### src/rtl/binary_to_bcd_double_dabble_pkg.sv
// Shared types and default sizing for the double-dabble binary-to-BCD converter.
package binary_to_bcd_double_dabble_pkg;

   localparam int unsigned DefaultW      = 8;
   localparam int unsigned DefaultDigits = 3;

   typedef enum logic [1:0] {
      StIdle,
      StShift,
      StDone
   } bcd_state_e;

endpackage

### src/rtl/bcd_add3_digit.sv
// Double-dabble correction for one BCD digit: add 3 when the digit is 5 or more.
module bcd_add3_digit (
   input  logic [3:0] din,
   output logic [3:0] dout
);

   always_comb begin
      dout = din;
      if (din >= 4'd5) begin
         dout = din + 4'd3;
      end
   end

endmodule

### src/rtl/binary_to_bcd_double_dabble.sv
// Sequential shift-and-add-3 converter from unsigned binary to packed BCD.
// Takes one valid/ready handshake in and one out, with W shift cycles in between.
module binary_to_bcd_double_dabble
   import binary_to_bcd_double_dabble_pkg::*;
#(
   parameter int unsigned W      = DefaultW,
   parameter int unsigned DIGITS = DefaultDigits
) (
   input  logic                  clk,
   input  logic                  rst_n,
   input  logic                  in_valid,
   output logic                  in_ready,
   input  logic [W-1:0]          bin,
   output logic                  out_valid,
   input  logic                  out_ready,
   output logic [4*DIGITS-1:0]   bcd
);

   localparam int unsigned CntW = $clog2(W + 1);
   localparam int unsigned BcdW = 4 * DIGITS;

   bcd_state_e          state_q, state_d;
   logic [W-1:0]        bin_q, bin_d;
   logic [BcdW-1:0]     bcd_q, bcd_d;
   logic [CntW-1:0]     cnt_q, cnt_d;
   logic [BcdW-1:0]     bcd_corr;
   logic [BcdW+W-1:0]   shifted;

   for (genvar g = 0; g < DIGITS; g++) begin : g_digit
      bcd_add3_digit u_add3 (
         .din  (bcd_q[4*g +: 4]),
         .dout (bcd_corr[4*g +: 4])
      );
   end

   // Corrected digits and the remaining binary bits move left together.
   assign shifted = {bcd_corr, bin_q} << 1;

   always_ff @(posedge clk or negedge rst_n) begin
      if (!rst_n) begin
         state_q <= StIdle;
      end else begin
         state_q <= state_d;
      end
   end

   always_ff @(posedge clk or negedge rst_n) begin
      if (!rst_n) begin
         bin_q <= '0;
         bcd_q <= '0;
         cnt_q <= '0;
      end else begin
         bin_q <= bin_d;
         bcd_q <= bcd_d;
         cnt_q <= cnt_d;
      end
   end

   always_comb begin
      state_d = state_q;
      bin_d   = bin_q;
      bcd_d   = bcd_q;
      cnt_d   = cnt_q;
      case (state_q)
         StIdle: begin
            if (in_valid) begin
               bin_d   = bin;
               bcd_d   = '0;
               cnt_d   = CntW'(W);
               state_d = StShift;
            end
         end
         StShift: begin
            bcd_d = shifted[BcdW+W-1:W];
            bin_d = shifted[W-1:0];
            cnt_d = cnt_q - CntW'(1);
            if (cnt_q == CntW'(1)) begin
               state_d = StDone;
            end
         end
         StDone: begin
            if (out_ready) begin
               state_d = StIdle;
            end
         end
         default: state_d = StIdle;
      endcase
   end

   always_comb begin
      in_ready  = 1'b0;
      out_valid = 1'b0;
      case (state_q)
         StIdle:  in_ready  = 1'b1;
         StDone:  out_valid = 1'b1;
         default: ;
      endcase
   end

   assign bcd = bcd_q;

endmodule

### config.mk
export PLATFORM = sky130hd
export DESIGN_NAME = binary_to_bcd_double_dabble
export DESIGN_NICKNAME = d
export VERILOG_FILES = /design/src/rtl/binary_to_bcd_double_dabble_pkg.sv /design/src/rtl/bcd_add3_digit.sv /design/src/rtl/binary_to_bcd_double_dabble.sv
export SDC_FILE = /design/constraint.sdc
export NUM_CORES = 1
export LEC_CHECK = 0
export BUFFER_PORTS_ARGS = -buffer_cell sky130_fd_sc_hd__buf_4
export CORE_ASPECT_RATIO = 0.7
export CORE_MARGIN = 2
export CORE_UTILIZATION = 38
export DETAILED_ROUTE_END_ITERATION = 10
export HOLD_SLACK_MARGIN = 0.1
export PLACE_DENSITY_LB_ADDON = 0.25
export SKIP_CTS_REPAIR_TIMING = 1
export SYNTH_ARGS = -nofsm -noshare
export SYNTH_HDL_FRONTEND = slang
export SYNTH_SLANG_ARGS = --single-unit
export TNS_END_PERCENT = 1
### constraint.sdc
create_clock -name clk -period 3.1 [get_ports clk]
set_clock_uncertainty 0.1 [all_clocks]
set_input_delay 0.465 -clock clk [delete_from_list [all_inputs] [get_ports clk]]
set_output_delay 0.465 -clock clk [all_outputs]
set_load 0.005 [all_outputs]
# Yosys cells after proc, flatten, opt, wreduce, memory -nomap -nowiden
# Cells that the tools add are included.
# classes
reduce_logical	4
order_cmp	3
addsub	4
eq_ne	6
muxes	15
# op_table
operator	n
$pmux 12 s2	1
$pmux 8 s2	1
$ge 4x3->1 const B	3
$mux 12	1
$mux 4	3
$add 4x2->4 const B	2
$mux 8	1
$pmux 4 s2	1
$mux 2	3
$ne 2x2->1 const B	3
$pmux 2 s3	1
$eq 4x1->1 const B	1
$sub 4x1->4 const B	1
$add 3x2->3 const B	1
$mux 3	1
$reduce_and 3->1	1
$eq 2x1->1 const B	1
$eq 2x2->1 const B	1
$logic_not 2->1	1
$mux 1	2
$reduce_and 2->1	1
$reduce_bool 2->1	1
# word_totals
register_bits	26
output_inout_bits	14
inputBits	12

# Logic depth before layout (Yosys ltp)
# depth
depth_word	3
depth_mapped	5
ltp_nobuf	5

# By module
# Synthesis repeated with hierarchy kept, for this count alone.
# hier_totals
cells_unflattened	141
area_unflattened_um2	1387.6
# by_module_without_submodules
module	cells_each	seq_area_each_um2	area_per_inst_um2	n_inst
binary_to_bcd_double_dabble	93	650.6	1083.5	1
bcd_add3_digit	16	0.0	101.3	3

# Least setup slack after synthesis
# Ideal clock, no wire load.
# synth_timing
kind	flip-flop to flip-flop
from	register bcd_q[4], in the netlist bcd[4]
to	register bcd_q[8], in the netlist bcd[8]
setup_slack_ps	1701
arrival_ps	1198
required_time_ps	2899
path_stages_with_launch	6
synth_period_minus_slack_ps	1399
setup_time_ps	101
path_buffers	0
path_cell_list	dfrtp_1 > inv_1 > ha_1 > nor2b_1 > o21a_1 > o32ai_1
# synth_via
elab_chain_cells	3
word_cells_on_any_way	4
# synth_lines
element	line	text
start: declaration	binary_to_bcd_double_dabble.sv:24	logic [BcdW-1:0] bcd_q, bcd_d;
start signal: assignment	binary_to_bcd_double_dabble.sv:50	bcd_q <= '0;
start signal: assignment	binary_to_bcd_double_dabble.sv:54	bcd_q <= bcd_d;
$add 4x2->4 / $ge 4x3->1 (equally long branches)	bcd_add3_digit.sv:10, bcd_add3_digit.sv:9	
$mux 4 (*)	bcd_add3_digit.sv:9	if (din >= 4'd5) begin
$pmux 12 s2 (*)	binary_to_bcd_double_dabble.sv:64	case (state_q)
# Every way passes the cells marked *; elsewhere a longest branch is shown, timed or not.
# A chain may end at the register's enable or synchronous reset.

# Final worst setup path
# layout_timing
from	register state_q[1]
to	output out_valid
# layout_via
elab_chain_cells	2
# layout_lines
element	line	text
start: declaration	binary_to_bcd_double_dabble.sv:22	bcd_state_e state_q, state_d;
start signal: assignment	binary_to_bcd_double_dabble.sv:41	state_q <= StIdle;
start signal: assignment	binary_to_bcd_double_dabble.sv:43	state_q <= state_d;
$eq 2x2->1	binary_to_bcd_double_dabble.sv:93	case (state_q)
$mux 1	binary_to_bcd_double_dabble.sv:93	
end: declaration	binary_to_bcd_double_dabble.sv:14	output logic out_valid,
# Every way passes these cells.

==> results by group <==
STA
  – Setup TNS: 0 ps
  – Final Max Tran Viols: 0
  – # setup viols final: 0
  – Max Fclk: roughly 540 MHz
  – Max transition margin: 0.6001
  – Actual slew at the worst max-slew pin: 599.5 ps
  – Period Utilization, post-route: 0.5940
  – RSZ-0062 raised after global routing: false
  – Tmin final: 1841 ps
  – Hold Fails Final Rpt: 0

Floorplanning
  – Starting Density: 0.3998
  – Row cnt: 18
  – Core Area: approximately 0.0036 mm^2
  – Die Area: 0.004257 mm^2
  – Top-level port count: 26
  – DIE HEIGHT: 55.19 um
  – Die Wd: roughly 77 um

Global route
  – Grt ovf: 0
  – Vias in the first global route: 1,065
  – GRT busiest layer: met2
  – GR Layer Usage met3: 0.04708
  – Met2 Resource Use GR: 0.2362
  – Initial antenna violation count: 0
  – Met1 GRT Util: 0.1949
  – Largest net degree at the start of global routing: 27
  – First-pass GRT wire length: between 4000 and 5000 um
  – Global Route Usage Sum: 0.1481

Place
  – Hpwl dp: about 2200 um
  – Placed cell area: about 0.0016 mm^2
  – Port bufs: 25
  – RD Place Congestion: 0.7519

Route
  – Via count: roughly 1,100
  – Vias/cell: 5.276
  – Antenna viol nets, final: 0
  – WL/cell: 14.11 um
  – Initial DRC count: 63
  – Drt first pass iters: 4
  – DRC: 0
  – Drt total wl: ~3000 um

Synth
  – Ys Warns: 0
  – EDFF count, synth: 0
  – Syn Nets: 161
  – Synthesized area: 0.001423 mm^2
  – Synth Area per Inst: 10.09 um^2
  – Synth Instances: 141
  – Primary FF master, synth: dfrtp_1
  – Yosys cell types: 31
  – Sequential share of the synthesized area: 0.4573
  – Ys async rst share: 1.000
  – Yosys reg bits: 26

Worst setup path
  – Setup CP Type: flop to output port
  – Startpoint types: flop
  – Crit path max fanout: 15
  – Crit path DAT: 1280 ps
  – Critical Path RT: about 2500 ps
  – CP endpoint kind: output port

Pwr
  – Power Total: 1.695 mW
  – Power density over the cells: 1008 mW/mm^2
  – Maximum vdd drop: 0.0005730 V
  – LEAKAGE: 0.7590 nW

CTS
  – CTS max path bufs: 2
  – CTS Sinks: 26
  – H-tree Lvls: 1
  – CTS Root Cell: clkbuf_8
  – TritonCTS clock tree: built
  – Clk_lat worst skew: 280 ps
  – Clock buffer count from CTS: 3
  – Worst-path clk slew: ~90 ps

Flow run
  – Max Cap Viol: 0

Final layout
  – Layout fillers: about 370
  – # diodes: 0
  – Share of cells above drive strength 1: 0.2012
  – Syn-to-layout area delta: 18.21%
  – Design Area, Final: approximately 0.0017 mm^2
  – Nets@finish: 185

Worst hold path
  – Hold crit path type: input port to flop

Outcome
  – Outcome: finished clean
metrics by stage:
stage | hold slack [ps] | utilization | instances | worst slack (ps)
2_1_floorplan | 69.41 | - | 141 | 1701
3_3_place_gp | 298.2 | 0.4543 | 209 | 1532
3_5_place_dp | 294.3 | 0.4543 | 209 | 1480
4_1_cts | -14.17 | 0.4698 | 213 | 1237
5_1_grt | 249.5 | 0.4726 | 214 | 1118
6_report | 248.9 | 0.4726 | 214 | 1259
area by class of cell:
class,instances,area (um^2),area share
clock buffers,4,55.05,0.03274
inverters,15,56.30,0.03348
multi-input cells,93,659.4,0.3921
flip-flops and latches,26,650.6,0.3869
well taps,50,62.56,0.03720
repair buffers,26,197.7,0.1176
where the power goes:
group	leakage, nW	switching [mW]	internal, mW
registers	0.332	0.154	0.488
clock network	0.0288	0.110	0.114
logic	0.398	0.422	0.407
total	0.759	0.686	1.01
synth_stat cells, types with 2 or more instances:
cell type	number	area, um^2
a22oi_1	7	52.55
a32o_1	4	40.04
buf_2	3	15.01
buf_6	3	33.78
dfrtp_1	26	650.6
ha_1	8	100.1
inv_1	15	56.30
nand2_1	16	60.06
nand2b_1	5	31.28
nor2_1	5	18.77
nor2b_1	4	25.02
o2111ai_1	6	52.55
o211ai_1	3	22.52
o21a_1	3	22.52
o21ai_0	10	50.05
o221ai_1	3	26.28
o31ai_1	4	30.03
o32ai_1	2	17.52
xnor2_1	2	17.52
worst max-delay path: stages (launching register included):
cell and delay, ps:
dfrtp_1 590, inv_1 160, nor2_1 130, buf_4 130
cells by family after synthesis:
| family | Yosys count | synth area share |
|---|---|---|
| AO/OA/AOI/OAI | 48 | 0.2533 |
| XOR/XNOR | 2 | 0.01232 |
| adder cells (fa/ha/maj) | 8 | 0.07036 |
| buffers and inverters | 22 | 0.07915 |
| flip-flops | 26 | 0.4573 |
| multiplexers | 2 | 0.01495 |
| AND/OR/NAND/NOR | 33 | 0.1126 |
registers in the layout, summed over array words and instances (netlist names):
signal / count
bcd: 12
bin_q: 8
cnt_q: 4
state_q: 2
per-layer routing:
layer	vias to the layer above	routed length, um	part of all wire
li1	555	-	-
met1	544	1483	0.49
met2	27	1366	0.45
met3	3	155	0.051
met4	0	15	0.0050
met5	-	0	0
final timing paths:
check	from	end	slack, ps	cells after the start
min in group asynchronous	rst_n	bcd[3]	520	2
min reg2reg	bin_q[6]	bin_q[6]	400	2
max in group asynchronous	rst_n	state_q[1]	2130	2
min	out_ready	state_q[1]	250	2
max reg2reg	state_q[0]	bcd[3]	1460	3
max	state_q[1]	out_valid	1260	3
layout by cell type, fill, tap and decap left out, types with 2 or more instances in the layout:
master	Yosys	final
o221ai_1	3	3
buf_4	1	25
nand2b_1	5	5
clkbuf_8	0	4
o21ai_0	10	10
o21a_1	3	3
o2111ai_1	6	6
o32ai_1	2	2
nand2_1	16	16
nor2_1	5	5
o211ai_1	3	3
inv_1	15	15
ha_1	8	8
o31ai_1	4	4
xnor2_1	2	2
a22oi_1	7	7
dfrtp_1	26	26
a32o_1	4	4
nor2b_1	4	4
Power figures use the tool's default switching activity.
